==> src/rtl/multi_phase_signal_ctrl_if.sv <==
// Signal-controller bus: vehicle demand in, lamps and status out.
// With EMERGENCY_PREEMPT_EN defined, the bus also carries preempt and preempt_ph.
interface multi_phase_signal_ctrl_if #(
    parameter int unsigned NUM_PHASES = 4
);
    localparam int unsigned PW = (NUM_PHASES > 1) ? $clog2(NUM_PHASES) : 1;

    logic [NUM_PHASES-1:0] veh_req;
    logic [NUM_PHASES-1:0] red;
    logic [NUM_PHASES-1:0] yellow;
    logic [NUM_PHASES-1:0] green;
    logic [PW-1:0]         phase;
    logic [1:0]            ctrl_state;
`ifdef EMERGENCY_PREEMPT_EN
    logic                  preempt;
    logic [PW-1:0]         preempt_ph;

    modport master (
        input  veh_req, preempt, preempt_ph,
        output red, yellow, green, phase, ctrl_state
    );
    modport slave (
        output veh_req, preempt, preempt_ph,
        input  red, yellow, green, phase, ctrl_state
    );
`else
    modport master (
        input  veh_req,
        output red, yellow, green, phase, ctrl_state
    );
    modport slave (
        output veh_req,
        input  red, yellow, green, phase, ctrl_state
    );
`endif
endinterface

==> src/rtl/multi_phase_signal_ctrl.sv <==
// N-phase round-robin traffic-signal controller with gap-out, max-out and all-red clearance.
// Optional emergency preemption is enabled by defining EMERGENCY_PREEMPT_EN.
module multi_phase_signal_ctrl #(
    parameter int unsigned NUM_PHASES = 4,
    parameter int unsigned TW         = 8,
    parameter int unsigned GREEN_T    = 25,
    parameter int unsigned MIN_GREEN  = 10,
    parameter int unsigned YELLOW_T   = 5,
    parameter int unsigned ALLRED_T   = 2
) (
    input  logic                  clk,
    input  logic                  reset,
    multi_phase_signal_ctrl_if.master bus
);
    localparam int unsigned PW = (NUM_PHASES > 1) ? $clog2(NUM_PHASES) : 1;

    localparam logic [TW-1:0] GREEN_LAST  = TW'(GREEN_T - 1);
    localparam logic [TW-1:0] MIN_LAST    = TW'(MIN_GREEN - 1);
    localparam logic [TW-1:0] YELLOW_LAST = TW'(YELLOW_T - 1);
    localparam logic [TW-1:0] ALLRED_LAST = TW'(ALLRED_T - 1);

    // Elaboration-time parameter range checks
    if (NUM_PHASES < 2 || NUM_PHASES > 8) begin : g_bad_num_phases
        $error("NUM_PHASES must be in 2..8");
    end
    if (GREEN_T < 1 || 64'(GREEN_T) > (64'd1 << TW)) begin : g_bad_green_t
        $error("GREEN_T must be in 1..2^TW");
    end
    if (MIN_GREEN < 1 || MIN_GREEN > GREEN_T) begin : g_bad_min_green
        $error("MIN_GREEN must be in 1..GREEN_T");
    end
    if (YELLOW_T < 1 || 64'(YELLOW_T) > (64'd1 << TW)) begin : g_bad_yellow_t
        $error("YELLOW_T must be in 1..2^TW");
    end
    if (ALLRED_T < 1 || 64'(ALLRED_T) > (64'd1 << TW)) begin : g_bad_allred_t
        $error("ALLRED_T must be in 1..2^TW");
    end

    typedef enum logic [1:0] {
        ST_GREEN   = 2'b00,
        ST_YELLOW  = 2'b01,
        ST_ALLRED  = 2'b10,
        ST_PREEMPT = 2'b11
    } state_e;

    state_e          state_q, state_d;
    logic [PW-1:0]   phase_q, phase_d;
    logic [PW-1:0]   target_q, target_d;
    logic [TW-1:0]   timer_q, timer_d;

    logic [PW-1:0]   nxt;
    logic [PW-1:0]   idx;
    logic            other_req;
    logic            gap_out;
    logic            max_out;
    logic [NUM_PHASES-1:0] lamp_g, lamp_y;

`ifdef EMERGENCY_PREEMPT_EN
    logic            preempt_hit;
    // Out-of-range preempt_ph requests are ignored so no lamp can go dark
    assign preempt_hit = bus.preempt && (32'(bus.preempt_ph) < NUM_PHASES);
`endif

    // Nearest demanding phase after the current one; the descending scan lets the closest win
    always_comb begin
        nxt       = phase_q;
        idx       = '0;
        other_req = 1'b0;
        for (int d = NUM_PHASES - 1; d >= 1; d--) begin
            idx = PW'((32'(phase_q) + 32'(d)) % 32'(NUM_PHASES));
            if (bus.veh_req[idx]) begin
                nxt       = idx;
                other_req = 1'b1;
            end
        end
    end

    assign gap_out = (timer_q >= MIN_LAST) && !bus.veh_req[phase_q];
    assign max_out = (timer_q == GREEN_LAST);

    // Next-state logic
    always_comb begin
        state_d  = state_q;
        phase_d  = phase_q;
        target_d = target_q;
        timer_d  = timer_q + TW'(1);
        case (state_q)
            ST_GREEN: begin
                timer_d = max_out ? timer_q : timer_q + TW'(1);
                if (other_req && (gap_out || max_out)) begin
                    state_d  = ST_YELLOW;
                    timer_d  = '0;
                    target_d = nxt;
                end
`ifdef EMERGENCY_PREEMPT_EN
                if (preempt_hit) begin
                    timer_d = '0;
                    if (bus.preempt_ph == phase_q) begin
                        state_d  = ST_PREEMPT;
                        target_d = target_q;
                    end else begin
                        state_d  = ST_YELLOW;
                        target_d = bus.preempt_ph;
                    end
                end
`endif
            end
            ST_YELLOW: begin
                if (timer_q == YELLOW_LAST) begin
                    state_d = ST_ALLRED;
                    timer_d = '0;
                end
`ifdef EMERGENCY_PREEMPT_EN
                if (preempt_hit) target_d = bus.preempt_ph;
`endif
            end
            ST_ALLRED: begin
`ifdef EMERGENCY_PREEMPT_EN
                if (preempt_hit) target_d = bus.preempt_ph;
`endif
                if (timer_q == ALLRED_LAST) begin
                    state_d = ST_GREEN;
                    timer_d = '0;
                    phase_d = target_d;
                end
            end
`ifdef EMERGENCY_PREEMPT_EN
            ST_PREEMPT: begin
                timer_d = '0;
                if (!bus.preempt) begin
                    state_d  = ST_YELLOW;
                    target_d = nxt;
                end
            end
`endif
            default: begin
                state_d  = ST_GREEN;
                phase_d  = '0;
                target_d = '0;
                timer_d  = '0;
            end
        endcase
    end

    // State register
    always_ff @(posedge clk) begin
        if (reset) begin
            state_q  <= ST_GREEN;
            phase_q  <= '0;
            target_q <= '0;
            timer_q  <= '0;
        end else begin
            state_q  <= state_d;
            phase_q  <= phase_d;
            target_q <= target_d;
            timer_q  <= timer_d;
        end
    end

    // Lamp decode: exactly one of red/yellow/green per phase
    always_comb begin
        lamp_g = '0;
        lamp_y = '0;
        for (int i = 0; i < NUM_PHASES; i++) begin
            if (32'(phase_q) == 32'(i)) begin
`ifdef EMERGENCY_PREEMPT_EN
                lamp_g[i] = (state_q == ST_GREEN) || (state_q == ST_PREEMPT);
`else
                lamp_g[i] = (state_q == ST_GREEN);
`endif
                lamp_y[i] = (state_q == ST_YELLOW);
            end
        end
    end

    assign bus.green      = lamp_g;
    assign bus.yellow     = lamp_y;
    assign bus.red        = ~(lamp_g | lamp_y);
    assign bus.phase      = phase_q;
    assign bus.ctrl_state = 2'(state_q);

endmodule
==> src/flat_wrapper.sv <==
// flat-port wrapper written by rule: the top's interface ports become plain ports
module multi_phase_signal_ctrl_flat 
#(
    parameter int unsigned NUM_PHASES = 4,
    parameter int unsigned TW         = 8,
    parameter int unsigned GREEN_T    = 25,
    parameter int unsigned MIN_GREEN  = 10,
    parameter int unsigned YELLOW_T   = 5,
    parameter int unsigned ALLRED_T   = 2
)
  (clk, reset, bus_veh_req, bus_red, bus_yellow, bus_green, bus_phase, bus_ctrl_state);
  multi_phase_signal_ctrl_if #(.NUM_PHASES(NUM_PHASES)) bus_i ();
  input  logic clk;
  input  logic reset;
  input wire logic [$bits(bus_i.veh_req)-1:0] bus_veh_req;
  output wire logic [$bits(bus_i.red)-1:0] bus_red;
  output wire logic [$bits(bus_i.yellow)-1:0] bus_yellow;
  output wire logic [$bits(bus_i.green)-1:0] bus_green;
  output wire logic [$bits(bus_i.phase)-1:0] bus_phase;
  output wire logic [$bits(bus_i.ctrl_state)-1:0] bus_ctrl_state;
  assign bus_i.veh_req = bus_veh_req;
  assign bus_red = bus_i.red;
  assign bus_yellow = bus_i.yellow;
  assign bus_green = bus_i.green;
  assign bus_phase = bus_i.phase;
  assign bus_ctrl_state = bus_i.ctrl_state;
  multi_phase_signal_ctrl #(.NUM_PHASES(NUM_PHASES), .TW(TW), .GREEN_T(GREEN_T), .MIN_GREEN(MIN_GREEN), .YELLOW_T(YELLOW_T), .ALLRED_T(ALLRED_T)) u_core (.clk(clk), .reset(reset), .bus(bus_i));
endmodule
==> config.mk <==
export PLATFORM = sky130hd
export DESIGN_NAME = multi_phase_signal_ctrl_flat
export DESIGN_NICKNAME = d
export VERILOG_FILES = /design/src/rtl/multi_phase_signal_ctrl_if.sv /design/src/rtl/multi_phase_signal_ctrl.sv /design/src/flat_wrapper.sv
export SDC_FILE = /design/constraint.sdc
export NUM_CORES = 1
export LEC_CHECK = 0
export BUFFER_PORTS_ARGS = -buffer_cell sky130_fd_sc_hd__buf_2
export CORE_UTILIZATION = 40
export DETAILED_ROUTE_END_ITERATION = 12
export MAX_ROUTING_LAYER = met4
export SYNTH_ARGS = -nofsm -noshare
export SYNTH_HDL_FRONTEND = slang
export SYNTH_SLANG_ARGS = --single-unit
==> constraint.sdc <==
create_clock -name clk -period 3.4 [get_ports clk]
set_input_delay 0.34 -clock clk [delete_from_list [all_inputs] [get_ports clk]]
set_output_delay 0.34 -clock clk [all_outputs]
set_load 0.01 [all_outputs]
==> results.cfg, run 1 <==
[run_status]
status = complete, no violations

[setup_path]
r2r_cells = 7
worst-path-buf-inv = 2
cp_cell_sequence = inv_1 -> ha_1 -> inv_1 -> a2111oi_0 -> o221ai_1 -> or3_1 -> a21oi_1
critical_path_class = flip-flop to flip-flop
cp_slowest_stage_delay_ns = 0.60
crit_family = compound AO/OA/AOI/OAI gates
end_kind = flip-flop
r2r-end = u_core.target_q[0]
critPathSlowestCell = dfxtp_1
reg2reg_from = u_core.bus.phase[1]
start_kind = flip-flop
cp.depth = 7
required_ns = 3.62
path_max_fanout = 12
rrSetupSlack_ns = 1.09
critical_path.endpoint = u_core.target_q[0]
crit_top_cell = inv_1
cp.arrival_ns = 2.54
crit_start = u_core.bus.phase[1]

[synthesis]
synth_area_leaders = dfxtp_1 (25%), ha_1 (13%), and2_1 (5.0%), nor2_1 (4.0%), xor2_1 (3.9%)
synth.distinct_cells = 44
syn_avg_cell_area_um2 = 8.52
synth_seq_cells = 14
async_flop_share_pct = 0
synthCells = 133
synth.most_common_cell = dfxtp_1
syn_nets = 151
yosys.area.top_type = dfxtp_1
syn_area_mm2 = 0.00113
synth_edf_count = 0
seq_area_frac_synth_pct = 24.7
synthTopCellsByCount = dfxtp_1 (14), ha_1 (12), nor2_1 (12)
synth_top_area_share_pct = 24.7
ys_warn_count = 0
synth_flop_cell = dfxtp_1

[global_routing]
grt_overflow = 0
first_global_vias = 958
grt_pass1_wl_um = 4440
antenna_found_initial = 0
grt_usage_pct = 18.6
grt_max_degree = 14

[floorplanning]
die_h_um = 55.2
die_w_um = 55.2
core_area_mm2 = 0.00257
fp-row-count = 18
die-area_mm2 = 0.00305
io_pins = 22
start_util_pct = 44.2

[clocking]
cts_setup_buffers = 0
hold_buffers = 0
cts_root_buf = clkbuf_4
cts_buffers = 3
clock_latency_ns = 0.29
cts_tree = yes
ctsResizeCount = 0
htreeDepth = 1
clock_sinks = 14
cts_buffer_depth = 2
path_clk_slew_ns = 0.10

[place]
io_buffers = 21
dp_hpwl_um = 1990
place.gp.congestion = 0.859
dpl_cell_area_mm2 = 0.00126
placed_cells = 179

[route]
viasPerCell = 5.87
wl_per_cell_um = 14.5
routed-via-count = 1074
drc = 0
drt_iter0_markers = 39
wirelength_um = 2650
drt_first_pass_iters = 4
antenna_left = 0

[timing]
setup_tns_ns = 0
setup_viol = 0
fmax_ghz = 0.432
fin_crit_sh_pct = 68.1
finalClockSkew_ns = 0.00271
final_hold_viol_count = 0
slew_headroom_pct = 70.8
rsz0062_at_grt = false
finalMaxSlewViolations = 0
period_minus_slack_ns = 2.31
worst_pin_slew_ns = 0.438

[power_and_ir_drop]
ir_drop_mv = 0.241
power.density_mw_per_mm2 = 270
p_leak_nw = 0.535
p_total_mw = 0.349

[final_layout]
multiInputGateArea_um2 = 796
nets = 172
stdcell_count = 183
diodes = 0
syn_to_final_growth_pct = 14.0
layout-drive-gt1-share_pct = 23.5
utilization_pct = 50.3
seq_area_um2 = 280
final_area_mm2 = 0.00129
fillers = 265

[run]
maxCapViolations = 0

[worst_hold_path]
hold_class = primary input to flip-flop
-- area by class of cell --
class / instances / area share [%]
Sequential cell: 14 / 21.7
Tap cell: 30 / 2.90
Inverter: 10 / 2.90
Multi-Input combinational cell: 104 / 61.6
Timing Repair Buffer: 21 / 8.13
Clock buffer: 4 / 2.81
-- sequential cells by signal, summed over array words and instances, names as in the netlist --
register	count
u_core.timer_q	8
u_core.bus.ctrl_state	2
u_core.bus.phase	2
u_core.target_q	2
-- worst min path at each step --
stage / startpoint / end / slack (ns) / depth (start not counted)
CTS: reset / u_core.bus.phase[1] / 0.37 / 2
global route: reset / u_core.target_q[0] / 0.41 / 2
finish: reset / u_core.bus.phase[1] / 0.38 / 2
detailed placement: u_core.target_q[1] / u_core.target_q[1] / 0.46 / 2
global placement: u_core.target_q[1] / u_core.target_q[1] / 0.45 / 2
floorplan: u_core.target_q[1] / u_core.target_q[1] / 0.43 / 2
-- per-stage QoR --
stage	setup WS, ns	hold slack (ns)
after detailed placement	1.14	0.460
after global routing	0.875	0.415
after global placement	1.16	0.449
final	1.09	0.381
after floorplan	1.21	0.435
after CTS	1.12	0.375
-- metal layers --
layer / share of wire [%] / vias up / track usage (%)
met3: 7.7 / 4 / 2.81
met4: 1.3 / 0 / 5.36
met5: 0 / - / -
met2: 44 / 52 / 27.7
li1: - / 529 / -
met1: 47 / 489 / 26.0
-- cell families (layout without fill, tap and decap cells) --
family,Yosys count,count (layout),synth area share (%)
xor gates and xnor gates,6,6,4.64
adders and majority gates,12,12,13.2
muxes,6,6,6.73
buffers and inverters,15,35,5.08
and+or+nand+nor,52,52,26.6
DFF,14,14,24.7
AOI/OAI and AO/OA,28,28,19.0
-- power breakdown --
group	internal (mW)	switching [mW]	leakage, nW	total (mW)
Combinational	0.0202	0.0277	0.401	0.0478
Clock	0.0652	0.0622	0.0210	0.127
Sequential	0.168	0.00587	0.113	0.174
Total	0.253	0.0958	0.535	0.349
-- worst reg2reg max path, cell delays in order (launching register included) --
cell and delay, ns:
dfxtp_1 0.60, inv_1 0.16, ha_1 0.38, inv_1 0.08, a2111oi_0 0.38, o221ai_1 0.19
or3_1 0.33, a21oi_1 0.13
-- placed cells by master (no fill, tap or decap), types with 2 or more instances in the layout --
| master | netlist | routed |
|---|---|---|
| o221ai_1 | 2 | 2 |
| mux2_2 | 3 | 3 |
| mux2i_1 | 2 | 2 |
| and2_1 | 9 | 9 |
| buf_2 | 0 | 21 |
| or3_1 | 2 | 2 |
| a21oi_1 | 3 | 3 |
| dfxtp_1 | 14 | 14 |
| o21ai_0 | 5 | 5 |
| or4_1 | 2 | 2 |
| inv_1 | 10 | 10 |
| nand2_1 | 5 | 5 |
| clkbuf_4 | 0 | 3 |
| xor2_1 | 5 | 5 |
| nand3_1 | 8 | 8 |
| nor2_1 | 12 | 12 |
| nand3b_1 | 2 | 2 |
| a2111oi_0 | 4 | 4 |
| ha_1 | 12 | 12 |
| o32ai_1 | 3 | 3 |
| and3_1 | 2 | 2 |
No activity file was read; power rests on OpenSTA's default activity.
==> run 2, diff against run 1 <==
==> constraint.sdc (replaced) <==
create_clock -name clk -period 2.4 [get_ports clk]
set_input_delay 0.24 -clock clk [delete_from_list [all_inputs] [get_ports clk]]
set_output_delay 0.24 -clock clk [all_outputs]
set_load 0.01 [all_outputs]
==> results.cfg, run 2 (synthesis results as in run 1) <==
[timing]
finalMaxSlewViolations = 0
fin_crit_sh_pct = 91.4
final_hold_viol_count = 0
finalClockSkew_ns = 0.0132
slew_headroom_pct = 76.0
fmax_ghz = 0.456
rsz0062_at_grt = false
worst_pin_slew_ns = 0.352
setup_tns_ns = 0
setup_viol = 0
period_minus_slack_ns = 2.19

[clocking]
hold_buffers = 0
clock_latency_ns = 0.28
htreeDepth = 1
cts_tree = yes
cts_buffers = 3
path_clk_slew_ns = 0.10
cts_root_buf = clkbuf_4
cts_buffer_depth = 2
clock_sinks = 14

[final_layout]
fillers = 253
syn_to_final_growth_pct = 15.6
diodes = 0
nets = 174
largest_reg_flops = 8
multiInputGateArea_um2 = 797
layout-drive-gt1-share_pct = 25.2
registers.top_by_ff_count = u_core.timer_q
final_common_cell = buf_2
seq_area_um2 = 282
layout_common_cells = buf_2 (21), dfxtp_1 (13), nor2_1 (12), ha_1 (12), inv_1 (10)

[setup_path]
critPathSlowestCell = or4_4
start_kind = flip-flop
r2r_cells = 5
path_max_fanout = 4
required_ns = 2.60
rrSetupSlack_ns = 0.21
cp_slowest_stage_delay_ns = 0.56
cp.arrival_ns = 2.39
critical_path_class = flip-flop to flip-flop
end_kind = flip-flop
cp_cell_sequence = or4_4 -> o41a_1 -> o22a_2 -> or4_1 -> o31ai_1

[floorplanning]
start_util_pct = 44.2
io_pins = 22
die-area_mm2 = 0.00305
fp-row-count = 18
die_w_um = 55.2
die_h_um = 55.2
core_area_mm2 = 0.00257

[place]
io_buffers = 21
place.gp.congestion = 0.818
dp_hpwl_um = 1920

[power_and_ir_drop]
p_total_mw = 0.487
p_leak_nw = 0.545
ir_drop_mv = 0.227
power.density_mw_per_mm2 = 372

[global_routing]
grt_max_degree = 14
first_global_vias = 953
antenna_found_initial = 0
grt_pass1_wl_um = 4430
grt_overflow = 0
grt_usage_pct = 18.1

[worst_hold_path]
holdPathStages = 2
hold_class = primary input to flip-flop

[route]
drt_iter0_markers = 49
wl_per_cell_um = 13.8
drc = 0
routed-via-count = 1061
viasPerCell = 5.74
antenna_left = 0
drt_first_pass_iters = 4
wirelength_um = 2550

[run_status]
status = complete, no violations

[run]
maxCapViolations = 0
## run 2: changes by cell type in the layout (fill, tap and decap cells not counted)
cell       before  now
buf_4           0    2
a2111oi_1       0    1
a2111oi_0       4    3
dfxtp_2         0    1
dfxtp_1        14   13
## run 2: final timing paths
kind	endpoint	startpoint
hold reg to reg	u_core.target_q[1]	u_core.target_q[1]
setup reg to reg	u_core.bus.ctrl_state[1]	u_core.timer_q[4]
setup / recovery	u_core.bus.ctrl_state[1]	u_core.timer_q[4]
hold / removal	u_core.bus.phase[0]	reset
## run 2: layout make-up
type	instances	share of cell area [%]
Clock buffer	4	2.77
Tap cell	30	2.87
Multi-Input combinational cell	104	60.8
Inverter	10	2.87
Sequential cell	14	21.5
Timing Repair Buffer	23	9.17
## run 2: power breakdown
part | internal [mW] | switching, mW
clock network | 0.0922 | 0.0824
logic | 0.0287 | 0.0388
registers | 0.238 | 0.00737
## run 2: metal layers
| layer | vias to the layer above | global-route usage [%] | wire, µm |
|---|---|---|---|
| met5 | - | - | 0 |
| met1 | 473 | 25.4 | 1170 |
| met4 | 0 | 5.00 | 14 |
| met3 | 2 | 3.51 | 214 |
| met2 | 53 | 26.5 | 1150 |
| li1 | 533 | - | - |
## run 2: repair_timing
action | in CTS | in global routing
setup endpoints to repair | 0 | 2
resized for setup | 0 | 2
buffers inserted | 0 | 0
## run 2: worst max-delay path: cells and delay by family (launching register included)
kind             cells  cell delay [ns]
AND/OR/NAND/NOR      2             1.09
flip-flops           1             0.36
AO/OA/AOI/OAI        3             0.68
## run 2: through the flow
| stage | hold slack (ns) | utilization (%) | instance area [µm²] | setup WS, ns | cells |
|---|---|---|---|---|---|
| detailed placement | 0.462 | 49.5 | 1270 | 0.162 | 181 |
| finish | 0.282 | 51.0 | 1310 | 0.206 | 185 |
| floorplan | 0.412 | - | 1130 | 0.207 | 133 |
| global placement | 0.444 | 49.5 | 1270 | 0.218 | 181 |
| global route | 0.281 | 51.0 | 1310 | 0.0424 | 185 |
| CTS | 0.268 | 50.9 | 1310 | 0.127 | 185 |
==> run 3, diff against run 2 <==
==> constraint.sdc (replaced) <==
create_clock -name clk -period 2 [get_ports clk]
set_input_delay 0.2 -clock clk [delete_from_list [all_inputs] [get_ports clk]]
set_output_delay 0.2 -clock clk [all_outputs]
set_load 0.1 [all_outputs]
==> results.cfg, run 3 (synthesis results as in run 1) <==
[final_layout]
nets = 193
syn_to_final_growth_pct = 39.7
multiInputGateArea_um2 = 896
layout_common_cells = buf_4 (20), buf_2 (17), ha_1 (10)
largest_reg_flops = 8
registers.top_by_ff_count = u_core.timer_q
final_common_cell = buf_4
layout-drive-gt1-share_pct = 48.3
diodes = 0
stdcell_count = 204
fillers = 243
seq_area_um2 = 298
final_area_mm2 = 0.00158

[place]
place.gp.congestion = 0.924
dpl_cell_area_mm2 = 0.00150
io_buffers = 21
dp_hpwl_um = 2210
placed_cells = 197

[global_routing]
grt_max_degree = 14
grt_usage_pct = 19.5
antenna_found_initial = 0
grt_overflow = 0
first_global_vias = 1087
grt_pass1_wl_um = 4660

[route]
viasPerCell = 5.60
wl_per_cell_um = 14.0
drt_first_pass_iters = 4
wirelength_um = 2850
drc = 0
drt_iter0_markers = 21
routed-via-count = 1142
antenna_left = 0

[timing]
slew_headroom_pct = 67.6
fmax_ghz = 0.472
finalMaxSlewViolations = 0
period_minus_slack_ns = 2.12
hold_slack_ns = 0.222
final_hold_viol_count = 0
setup_viol = 13
fin_crit_sh_pct = 106
rsz0062_at_grt = true
finalClockSkew_ns = 0.00836
worst_pin_slew_ns = 0.489
fin_ws_ns = -0.119

[setup_path]
required_ns = 2.19
path_max_fanout = 2
critPathSlowestCell = or4_4
worst-path-buf-inv = 0
cp_cell_sequence = or4_4 -> o41a_1 -> o22a_2 -> or4_1 -> o31ai_1
crit_family = simple AND/OR/NAND/NOR gates
cp.arrival_ns = 2.31
r2r_cells = 5
critical_path_class = flip-flop to flip-flop
cp.depth = 5
start_kind = flip-flop
end_kind = flip-flop
cp_slowest_stage_delay_ns = 0.54

[power_and_ir_drop]
power.density_mw_per_mm2 = 376
p_leak_nw = 0.680
ir_drop_mv = 0.486

[run_status]
status = finished with violations
failed_checks = setup timing

[clocking]
cts_buffer_depth = 2
clock_sinks = 14
clock_latency_ns = 0.29
cts_buffers = 3
cts_root_buf = clkbuf_4
path_clk_slew_ns = 0.09
cts_tree = yes
htreeDepth = 1
hold_buffers = 0

[floorplanning]
start_util_pct = 44.2
die_h_um = 55.2
io_pins = 22
die_w_um = 55.2
fp-row-count = 18
die-area_mm2 = 0.00305
core_area_mm2 = 0.00257

[run]
maxCapViolations = 0

[worst_hold_path]
hold_class = primary input to flip-flop
holdPathStages = 2
run 3: cell types whose count changed in the layout (fill, tap and decap cells not counted), moves of 2 or more:
cell and delta:
buf_2 -4, dfxtp_1 -5, and2_4 +8, a2111oi_2 +2, a2111oi_0 -3, buf_4 +18, nor2_1 -4, ha_1 -2
inv_2 +2, inv_1 -2, dfxtp_4 +4, clkbuf_4 +3, nor2_4 +4, and2_1 -8
run 3: final timing paths:
kind / from / end / slack [ns]
worst max-delay path: u_core.timer_q[4] / u_core.bus.ctrl_state[1] / -0.12
worst min-delay path: reset / u_core.bus.phase[0] / 0.22
worst max register to register: u_core.timer_q[4] / u_core.bus.ctrl_state[1] / -0.12
worst min register to register: u_core.target_q[1] / u_core.target_q[1] / 0.48
run 3: per-stage QoR:
step	setup TNS, ns	total power [mW]	setup slack [ns]	utilization (%)
floorplan	-0.667	0.371	-0.107	-
finish	-0.917	0.596	-0.119	61.7
CTS	-0.539	0.599	-0.0862	60.9
global placement	-0.187	0.422	-0.0796	58.3
detailed placement	-0.551	0.424	-0.126	58.3
global route	-1.90	0.620	-0.173	61.7
run 3: area by class of cell:
class | count | area share, %
Clock buffer | 3 | 1.42
Clock inverter | 1 | 0.237
Inverter | 10 | 2.37
Multi-Input combinational cell | 104 | 56.6
Sequential cell | 14 | 18.8
Tap cell | 30 | 2.37
Timing Repair Buffer | 42 | 18.2
run 3: report_power, final:
part | total, mW | switching [mW] | internal, mW
clock network | 0.173 | 0.0999 | 0.0726
registers | 0.286 | 0.00599 | 0.280
logic | 0.137 | 0.0768 | 0.0601
total | 0.596 | 0.183 | 0.413
run 3: layer usage:
layer / part of all wire [%] / global-route usage (%) / vias to the layer above
li1: - / - / 573
met1: 48 / 24.5 / 545
met2: 48 / 31.2 / 19
met3: 3.5 / 4.92 / 5
met4: 1.4 / 5.36 / 0
met5: 0 / - / -
run 3: repair_timing:
item,in CTS,in global routing
pin swaps,2,1
endpoints found under the setup margin,8,16
hold endpoints to repair,0,0
setup buffers,2,1
resized for setup,12,4
